**config.mk**
```make
export PLATFORM = sky130hd
export DESIGN_NAME = hazard_forward_unit
export DESIGN_NICKNAME = d
export VERILOG_FILES = /design/src/rtl/core_pkg.sv /design/src/rtl/fwd_select.sv /design/src/rtl/hazard_forward_unit.sv
export SDC_FILE = /design/constraint.sdc
export NUM_CORES = 1
export LEC_CHECK = 0
export ABC_AREA = 0
export ABC_CLOCK_PERIOD_IN_PS = 2500
export CAP_MARGIN = 15
export CORE_MARGIN = 2
export CORE_UTILIZATION = 25
export CTS_CLUSTER_DIAMETER = 30
export DETAILED_ROUTE_END_ITERATION = 8
export PLACE_DENSITY = 0.53
export SYNTH_ARGS = -nofsm -noshare
export SYNTH_HDL_FRONTEND = slang
export SYNTH_SLANG_ARGS = --single-unit
```
**constraint.sdc**
```tcl
create_clock -name clk -period 2.5 [get_ports clk]
set_input_delay 0.25 -clock clk [delete_from_list [all_inputs] [get_ports clk]]
set_output_delay 0.25 -clock clk [all_outputs]
set_load 0.005 [all_outputs]
```
**src/rtl/core_pkg.sv**
```systemverilog
// Shared pipeline-hazard definitions: forwarding select codes and per-stage slot layouts.
// The same select codes drive the EX-stage operand three-input muxes.
package core_pkg;

    localparam int RF_ADDR_W = 5;
    localparam int FWD_SEL_W = 2;

    localparam logic [FWD_SEL_W-1:0] FWD_RF  = 2'b00;
    localparam logic [FWD_SEL_W-1:0] FWD_WB  = 2'b01;
    localparam logic [FWD_SEL_W-1:0] FWD_MEM = 2'b10;

    typedef struct packed {
        logic                 valid;
        logic [RF_ADDR_W-1:0] rs1;
        logic [RF_ADDR_W-1:0] rs2;
        logic                 uses_rs1;
        logic                 uses_rs2;
        logic [RF_ADDR_W-1:0] rd;
        logic                 reg_write;
        logic                 mem_read;
    } hazard_slot_t;

    // Past EX only the producer side of a slot is ever consulted.
    typedef struct packed {
        logic                 valid;
        logic [RF_ADDR_W-1:0] rd;
        logic                 reg_write;
    } retire_slot_t;

    function automatic retire_slot_t to_retire(input hazard_slot_t s);
        retire_slot_t r;
        r.valid     = s.valid;
        r.rd        = s.rd;
        r.reg_write = s.reg_write;
        return r;
    endfunction

endpackage

```
**src/rtl/fwd_select.sv**
```systemverilog
// Operand forwarding select for one EX source operand.
// The MEM producer is younger than WB, so it wins when both match.
module fwd_select
    import core_pkg::*;
#(
    parameter int REG_ADDR_W = 5,
    parameter int SEL_W      = 2
) (
    input  logic                  ex_valid,
    input  logic [REG_ADDR_W-1:0] ex_src,
    input  logic                  ex_uses,
    input  logic                  mem_valid,
    input  logic                  mem_reg_write,
    input  logic [REG_ADDR_W-1:0] mem_rd,
    input  logic                  wb_valid,
    input  logic                  wb_reg_write,
    input  logic [REG_ADDR_W-1:0] wb_rd,
    output logic [SEL_W-1:0]      sel
);

    logic consumer;
    logic match_mem;
    logic match_wb;

    // x0 reads as constant zero, so it never takes a bypass.
    assign consumer  = ex_valid & ex_uses & (ex_src != '0);
    assign match_mem = consumer & mem_valid & mem_reg_write & (mem_rd == ex_src);
    assign match_wb  = consumer & wb_valid & wb_reg_write & (wb_rd == ex_src);

    always_comb begin
        sel = SEL_W'(FWD_RF);
        if (match_mem) begin
            sel = SEL_W'(FWD_MEM);
        end else if (match_wb) begin
            sel = SEL_W'(FWD_WB);
        end
    end

endmodule

```
**src/rtl/hazard_forward_unit.sv**
```systemverilog
// Hazard controller for the 5-stage core: EX operand forwarding selects,
// load-use stall/bubble, branch flush of IF/ID, and a saturating stall counter.
module hazard_forward_unit
    import core_pkg::*;
#(
    parameter int REG_ADDR_W = 5,
    parameter int SEL_W      = 2,
    parameter int CNT_W      = 32
) (
    input  logic                  clk,
    input  logic                  reset,
    input  logic                  id_valid,
    input  logic [REG_ADDR_W-1:0] id_rs1,
    input  logic [REG_ADDR_W-1:0] id_rs2,
    input  logic                  id_uses_rs1,
    input  logic                  id_uses_rs2,
    input  logic [REG_ADDR_W-1:0] id_rd,
    input  logic                  id_reg_write,
    input  logic                  id_mem_read,
    input  logic                  ex_flush,
    output logic [SEL_W-1:0]      forward_a,
    output logic [SEL_W-1:0]      forward_b,
    output logic                  stall,
    output logic                  bubble,
    output logic                  flush_id,
    output logic [CNT_W-1:0]      stall_count
);

    hazard_slot_t id_slot;
    hazard_slot_t ex_q;
    retire_slot_t mem_q;
    retire_slot_t wb_q;
    logic         load_use;

    always_comb begin
        id_slot           = '0;
        id_slot.valid     = id_valid;
        id_slot.rs1       = id_rs1;
        id_slot.rs2       = id_rs2;
        id_slot.uses_rs1  = id_uses_rs1;
        id_slot.uses_rs2  = id_uses_rs2;
        id_slot.rd        = id_rd;
        id_slot.reg_write = id_reg_write;
        id_slot.mem_read  = id_mem_read;
    end

    // A load in EX cannot feed the instruction in ID until it reaches WB.
    assign load_use = ex_q.valid & ex_q.mem_read & (ex_q.rd != '0) & id_valid &
                      ((id_uses_rs1 & (id_rs1 == ex_q.rd)) |
                       (id_uses_rs2 & (id_rs2 == ex_q.rd)));

    // A taken branch squashes the dependent anyway, so it overrides load-use.
    assign stall    = load_use & ~ex_flush;
    assign bubble   = stall;
    assign flush_id = ex_flush;

    always_ff @(posedge clk) begin
        if (reset) begin
            ex_q        <= '0;
            mem_q       <= '0;
            wb_q        <= '0;
            stall_count <= '0;
        end else begin
            wb_q  <= mem_q;
            mem_q <= to_retire(ex_q);
            if (bubble || ex_flush) begin
                ex_q <= '0;
            end else begin
                ex_q <= id_slot;
            end
            if (stall && (stall_count != '1)) begin
                stall_count <= stall_count + CNT_W'(1);
            end
        end
    end

    fwd_select #(
        .REG_ADDR_W (REG_ADDR_W),
        .SEL_W      (SEL_W)
    ) u_fwd_a (
        .ex_valid      (ex_q.valid),
        .ex_src        (ex_q.rs1),
        .ex_uses       (ex_q.uses_rs1),
        .mem_valid     (mem_q.valid),
        .mem_reg_write (mem_q.reg_write),
        .mem_rd        (mem_q.rd),
        .wb_valid      (wb_q.valid),
        .wb_reg_write  (wb_q.reg_write),
        .wb_rd         (wb_q.rd),
        .sel           (forward_a)
    );

    fwd_select #(
        .REG_ADDR_W (REG_ADDR_W),
        .SEL_W      (SEL_W)
    ) u_fwd_b (
        .ex_valid      (ex_q.valid),
        .ex_src        (ex_q.rs2),
        .ex_uses       (ex_q.uses_rs2),
        .mem_valid     (mem_q.valid),
        .mem_reg_write (mem_q.reg_write),
        .mem_rd        (mem_q.rd),
        .wb_valid      (wb_q.valid),
        .wb_reg_write  (wb_q.reg_write),
        .wb_rd         (wb_q.rd),
        .sel           (forward_b)
    );

endmodule

```
==> results of run 1 <==
[state kept, by name (all words and copies together), names as in the netlist]
register	count
stall_count	32
mem_q	7
wb_q	7
ex_q	20
[worst paths after layout]
| check | to | slack (ns) | depth (start not counted) | startpoint |
|---|---|---|---|---|
| worst max-delay path | stall | 0.09 | 6 | ex_q[3] |
| worst min-delay path | mem_q[0] | 0.44 | 1 | ex_q[1] |
| worst max register to register | stall_count[27] | 0.25 | 6 | stall_count[2] |
| worst min register to register | mem_q[0] | 0.44 | 1 | ex_q[1] |
[cell usage after synthesis (all sizes together), types with 10 or more instances]
cell,n,share of area [%]
or4,10,2.4
nand4,16,3.5
nor4,12,2.9
nor2,17,2.3
and2,21,4.3
xor2,10,2.9
nand2,18,2.3
a21oi,14,2.3
nor2b,17,3.5
dfxtp,66,43
xnor2,31,8.9
nand3,24,4.2
[report_power, final]
group	total, mW	internal (mW)	switching (mW)
clock	1.17	0.676	0.493
combinational	0.132	0.0785	0.0535
sequential	1.09	1.07	0.0193
[worst max-delay path, delay by kind of cell (launching register included)]
kind	cells	cell delay [ns]
and+or+nand+nor	3	0.71
AOI/OAI and AO/OA	1	0.24
buffers and inverters	2	0.53
DFF	1	0.34
[logic make-up after synthesis]
logic type / synth area share [%]
flip-flops: 43.1
XOR/XNOR: 11.7
multiplexers: 0.694
adder cells (fa/ha/maj): 0.408
AND/OR/NAND/NOR: 31.1
AO/OA/AOI/OAI: 10.1
buffers and inverters: 2.90
[final cells by class]
class                   instances  share of cell area, %
clock buffers                   9                   5.40
clock inverters                 7                   1.29
flip-flops and latches         66                   31.8
multi-input cells             249                   40.1
repair buffers                 70                   16.7
well taps                     147                   4.41
inverters                       4                  0.360
[metrics by stage]
stage | setup TNS [ns] | utilization (%)
global placement | 0 | 32.1
detailed placement | -0.0473 | 32.1
CTS | 0 | 34.7
finish | 0 | 34.7
floorplan | 0 | -
global route | 0 | 34.7
[per-layer routing]
metal | GRT usage [%] | wire length [um]
met1 | 16.6 | 3710
met4 | 5.78 | 71
met5 | 0 | 0
met2 | 19.8 | 3720
met3 | 3.11 | 244
[timing repair]
item                                    in CTS  in global routing
pin swaps                                    2                  3
resized for setup                            4                  3
buffers inserted                             1                  0
endpoints found under the setup margin       2                  2
hold endpoints to repair                     0                  0
==> results.sh, run 1 <==
export IMPL_dp_hpwl_mm=5.82
export IMPL_cts_tree="yes"
export IMPL_maxSlewHeadroom_pct=61.8
export IMPL_antenna_found_initial=0
export IMPL_critPathMaxFanout=4
export IMPL_detail_route_antenna_nets=0
export IMPL_fin_area_um2=4170
export IMPL_clk_latency_ns=0.33
export IMPL_wirelength_mm=7.75
export IMPL_seq_area_um2=1330
export IMPL_synth_edf_count=0
export IMPL_io_pins=62
export IMPL_syn_nets=357
export IMPL_maxCapViolations=0
export IMPL_ir_worst_vdd_v=0.000287
export IMPL_dpl_cell_area_um2=3860
export IMPL_multi_input_area_um2=1670
export IMPL_clkSlewWorstSetupHoldPaths_ns=0.06
export IMPL_first_global_vias=2545
export IMPL_firstDrtPassIters=4
export IMPL_num_vias=2586
export IMPL_die_h_um=115
export IMPL_start_util_pct=25.5
export IMPL_cp_slowest_cell="or4_4"
export IMPL_dp_slack_ns=-0.0473
export IMPL_grt_max_degree=35
export IMPL_via_per_inst=4.68
export IMPL_cts_buffer_depth=2
export IMPL_worstSetupPathType="reg -> out"
export IMPL_io_buffers=61
export IMPL_fmax_ghz=0.415
export IMPL_p_per_area_nw_per_um2=574
export IMPL_cts_sinks=66
export IMPL_final_nets=424
export IMPL_yosys_most_used_dff="dfxtp_1"
export IMPL_cp_end_kind="output port"
export IMPL_syn_area_per_cell_um2=9.21
export IMPL_period_needed_ns=2.41
export IMPL_min_path_type="reg -> reg"
export IMPL_num_rows=40
export IMPL_syn_cell_area_um2=3070
export IMPL_core_um2=12000
export IMPL_status="finished clean"
export IMPL_power_mw=2.39
export IMPL_cts_hold_buf=0
export IMPL_final_cell_mix="dfxtp_1 (62), clkdlybuf4s50_1 (61), xnor2_1 (31)"
export IMPL_holdWs_ns=0.436
export IMPL_antenna_cells=0
export IMPL_rsz0062_at_grt="no"
export IMPL_hold_violations=0
export IMPL_grt_overflow=0
export IMPL_dieArea_um2=13200
export IMPL_drt_iter0_markers=126
export IMPL_ys_ff_latch=66
export IMPL_grt_pass1_wl_mm=12.9
export IMPL_finalMaxSlewViolations=0
export IMPL_yosys_warnings=0
export IMPL_dp_cells=535
export IMPL_gp_congestion=0.782
export IMPL_finalWorstSetupSlack_ns=0.0875
export IMPL_die_w_um=115
export IMPL_remaining_drc_errors=0
export IMPL_p_leak_nw=1.36
export IMPL_drive_gt1_share_pct=10.9
export IMPL_crit_chain="or4_4 -> o2111ai_4 -> nor2_4 -> nand2_1 -> inv_1 -> clkdlybuf4s50_1"
export IMPL_clockRootBuffer="clkbuf_16"
export IMPL_area_delta_synth_final_pct=36.0
export IMPL_synthDistinctLibCells=43
export IMPL_finalNonFillerCells=552
export IMPL_skew_ns=0.00433
export IMPL_grt_usage_pct=12.7
export IMPL_setup_viol=0
export IMPL_syn_inst=333
export IMPL_worst_pin_slew_ns=0.568
export IMPL_seq_area_frac_synth_pct=43.1
export IMPL_wl_per_cell_um=14.0
export IMPL_cpPeakStageDelay_ns=0.55
export IMPL_fill_cells=1226
export IMPL_mostFrequentLayoutCell="dfxtp_1"
export IMPL_htree_levels=3
export IMPL_async_flop_share_pct=0
export IMPL_arrival_ns=2.16
export IMPL_period_share_pct=96.5
export IMPL_cts_buffers=9
export IMPL_crit_required_ns=2.25
export IMPL_startpoint_type="flop"
Power figures use the tool's default switching activity.
==> inputs of run 2 (changes only) <==
GPL_ROUTABILITY_DRIVEN = 0   (was default)
RECOVER_POWER = 25   (was default)
==> run 2 against run 1 <==
  * Sequential share of layout area about the same
  * First-iteration DRC count is 0.79% lower
  * Sequential cell count unchanged
  * Sequential power barely moved
  * Critical path type unchanged
  * Clock skew about the same
==> results.sh, run 2 (same netlist as run 1, synthesis figures left out) <==
export IMPL_status="finished clean"
export IMPL_grt_max_degree=35
export IMPL_r2r_end="stall_count[27]"
export IMPL_grt_overflow=0
export IMPL_io_buffers=61
export IMPL_cpPeakStageDelay_ns=0.55
export IMPL_holdWs_ns=0.436
export IMPL_skew_ns=0.00445
export IMPL_drive_gt1_share_pct=10.6
export IMPL_clkSlewWorstSetupHoldPaths_ns=0.06
export IMPL_tns_ns=0
export IMPL_io_pins=62
export IMPL_crit_chain="or4_4 -> o2111ai_4 -> nor2_4 -> nand2_1 -> inv_1 -> clkdlybuf4s50_1"
export IMPL_mostFrequentLayoutCell="dfxtp_1"
export IMPL_detail_route_antenna_nets=0
export IMPL_final_nets=424
export IMPL_wl_per_cell_um=14.0
export IMPL_ir_worst_vdd_v=0.000287
export IMPL_maxSlewHeadroom_pct=62.3
export IMPL_first_global_vias=2545
export IMPL_min_to="mem_q[0]"
export IMPL_cts_tree="yes"
export IMPL_hold_violations=0
export IMPL_antenna_found_initial=0
export IMPL_maxCapViolations=0
export IMPL_remaining_drc_errors=0
export IMPL_die_w_um=115
export IMPL_cts_buffers=9
export IMPL_min_path_type="reg -> reg"
export IMPL_wirelength_mm=7.74
export IMPL_worstSetupPathType="reg -> out"
export IMPL_p_leak_nw=1.40
export IMPL_p_per_area_nw_per_um2=574
export IMPL_firstDrtPassIters=4
export IMPL_cts_sinks=66
export IMPL_crit_required_ns=2.25
export IMPL_dieArea_um2=13200
export IMPL_cp_slowest_cell="or4_4"
export IMPL_reg_top3="stall_count (32), ex_q (20)"
export IMPL_worstReg2RegStart="stall_count[2]"
export IMPL_period_needed_ns=2.42
export IMPL_power_mw=2.39
export IMPL_htree_levels=3
export IMPL_num_rows=40
export IMPL_antenna_cells=0
export IMPL_clockRootBuffer="clkbuf_16"
export IMPL_drt_iter0_markers=125
export IMPL_cts_buffer_depth=2
export IMPL_period_share_pct=96.6
export IMPL_fmax_ghz=0.414
export IMPL_area_delta_synth_final_pct=35.9
export IMPL_critPathMaxFanout=4
export IMPL_die_h_um=115
export IMPL_core_um2=12000
export IMPL_worst_pin_slew_ns=0.560
export IMPL_finalMaxSlewViolations=0
export IMPL_cp_end_kind="output port"
export IMPL_grt_usage_pct=12.7
export IMPL_grt_pass1_wl_mm=12.9
export IMPL_r2r_worst_path_cells=6
export IMPL_r2r_setup_slack_ns=0.25
export IMPL_setup_viol=0
export IMPL_start_util_pct=25.5
export IMPL_num_vias=2591
export IMPL_startpoint_type="flop"
export IMPL_dp_hpwl_mm=5.82
export IMPL_rsz0062_at_grt="no"
export IMPL_clk_latency_ns=0.34
export IMPL_final_cell_mix="dfxtp_1 (62), clkdlybuf4s50_1 (48), xnor2_1 (31)"
export IMPL_hp_start="ex_q[1]"
export IMPL_whs_path_depth=1
export IMPL_via_per_inst=4.69
export IMPL_arrival_ns=2.17
export IMPL_largest_reg_flops=32
export IMPL_regMostFlops="stall_count"
==> run 2: worst max-delay path, delay by kind of cell, from the launching register on <==
kind                   cells  cell delay (ns)
and+or+nand+nor            3             0.71
buffers and inverters      2             0.53
DFF                        1             0.34
AOI/OAI and AO/OA          1             0.24
==> run 2: how the worst max path moves through the flow <==
| stage | startpoint | cells after the start | end | slack [ns] |
|---|---|---|---|---|
| 2_1_floorplan | ex_q[3] | 7 | stall_count[26] | 0.56 |
| 3_3_place_gp | id_rs2[0] | 8 | stall_count[27] | 0.009 |
| 3_5_place_dp | id_rs2[1] | 8 | stall_count[27] | -0.05 |
| 4_1_cts | ex_q[6] | 7 | stall | 0.007 |
| 5_1_grt | ex_q[3] | 6 | stall | 0.008 |
| 6_report | ex_q[3] | 6 | stall | 0.08 |
==> run 2: what timing repair did <==
item	in CTS	in global routing
pin swaps	2	3
endpoints found under the hold margin	0	0
endpoints found under the setup margin	2	2
setup buffers	1	0
resized for setup	4	3
hold buffers	0	0
cloned	0	0
==> run 2: final cells by class <==
type | count | area (um2)
clock buffer | 9 | 225
clock inverter | 7 | 53.8
fill | 1227 | 7850
inverter | 4 | 15.0
multi-input combinational | 249 | 1670
sequential | 66 | 1330
tap | 147 | 184
timing repair buffer | 70 | 691
==> run 2: power breakdown <==
group	internal, mW	leakage [nW]	switching [mW]	total, mW
registers	1.07	0.537	0.0193	1.09
clock network	0.676	0.128	0.494	1.17
logic	0.0775	0.734	0.0536	0.131
total	1.82	1.40	0.566	2.39
==> run 2: metrics by stage <==
stage	worst slack, ns	util, %	cells	area, um2
final	0.0850	34.7	552	4170
after floorplan	0.563	-	333	3070
after detailed placement	-0.0473	32.1	535	3860
after global routing	0.00778	34.7	552	4170
after CTS	0.00654	34.7	552	4160
after global placement	0.00918	32.1	535	3860
==> run 2: per-layer routing <==
metal / global-route usage [%] / vias up / wire [um]
met5: 0 / - / 0
met4: 5.78 / 0 / 71
met3: 3.11 / 8 / 256
met2: 19.8 / 41 / 3720
met1: 16.6 / 1205 / 3690
li1: - / 1337 / -
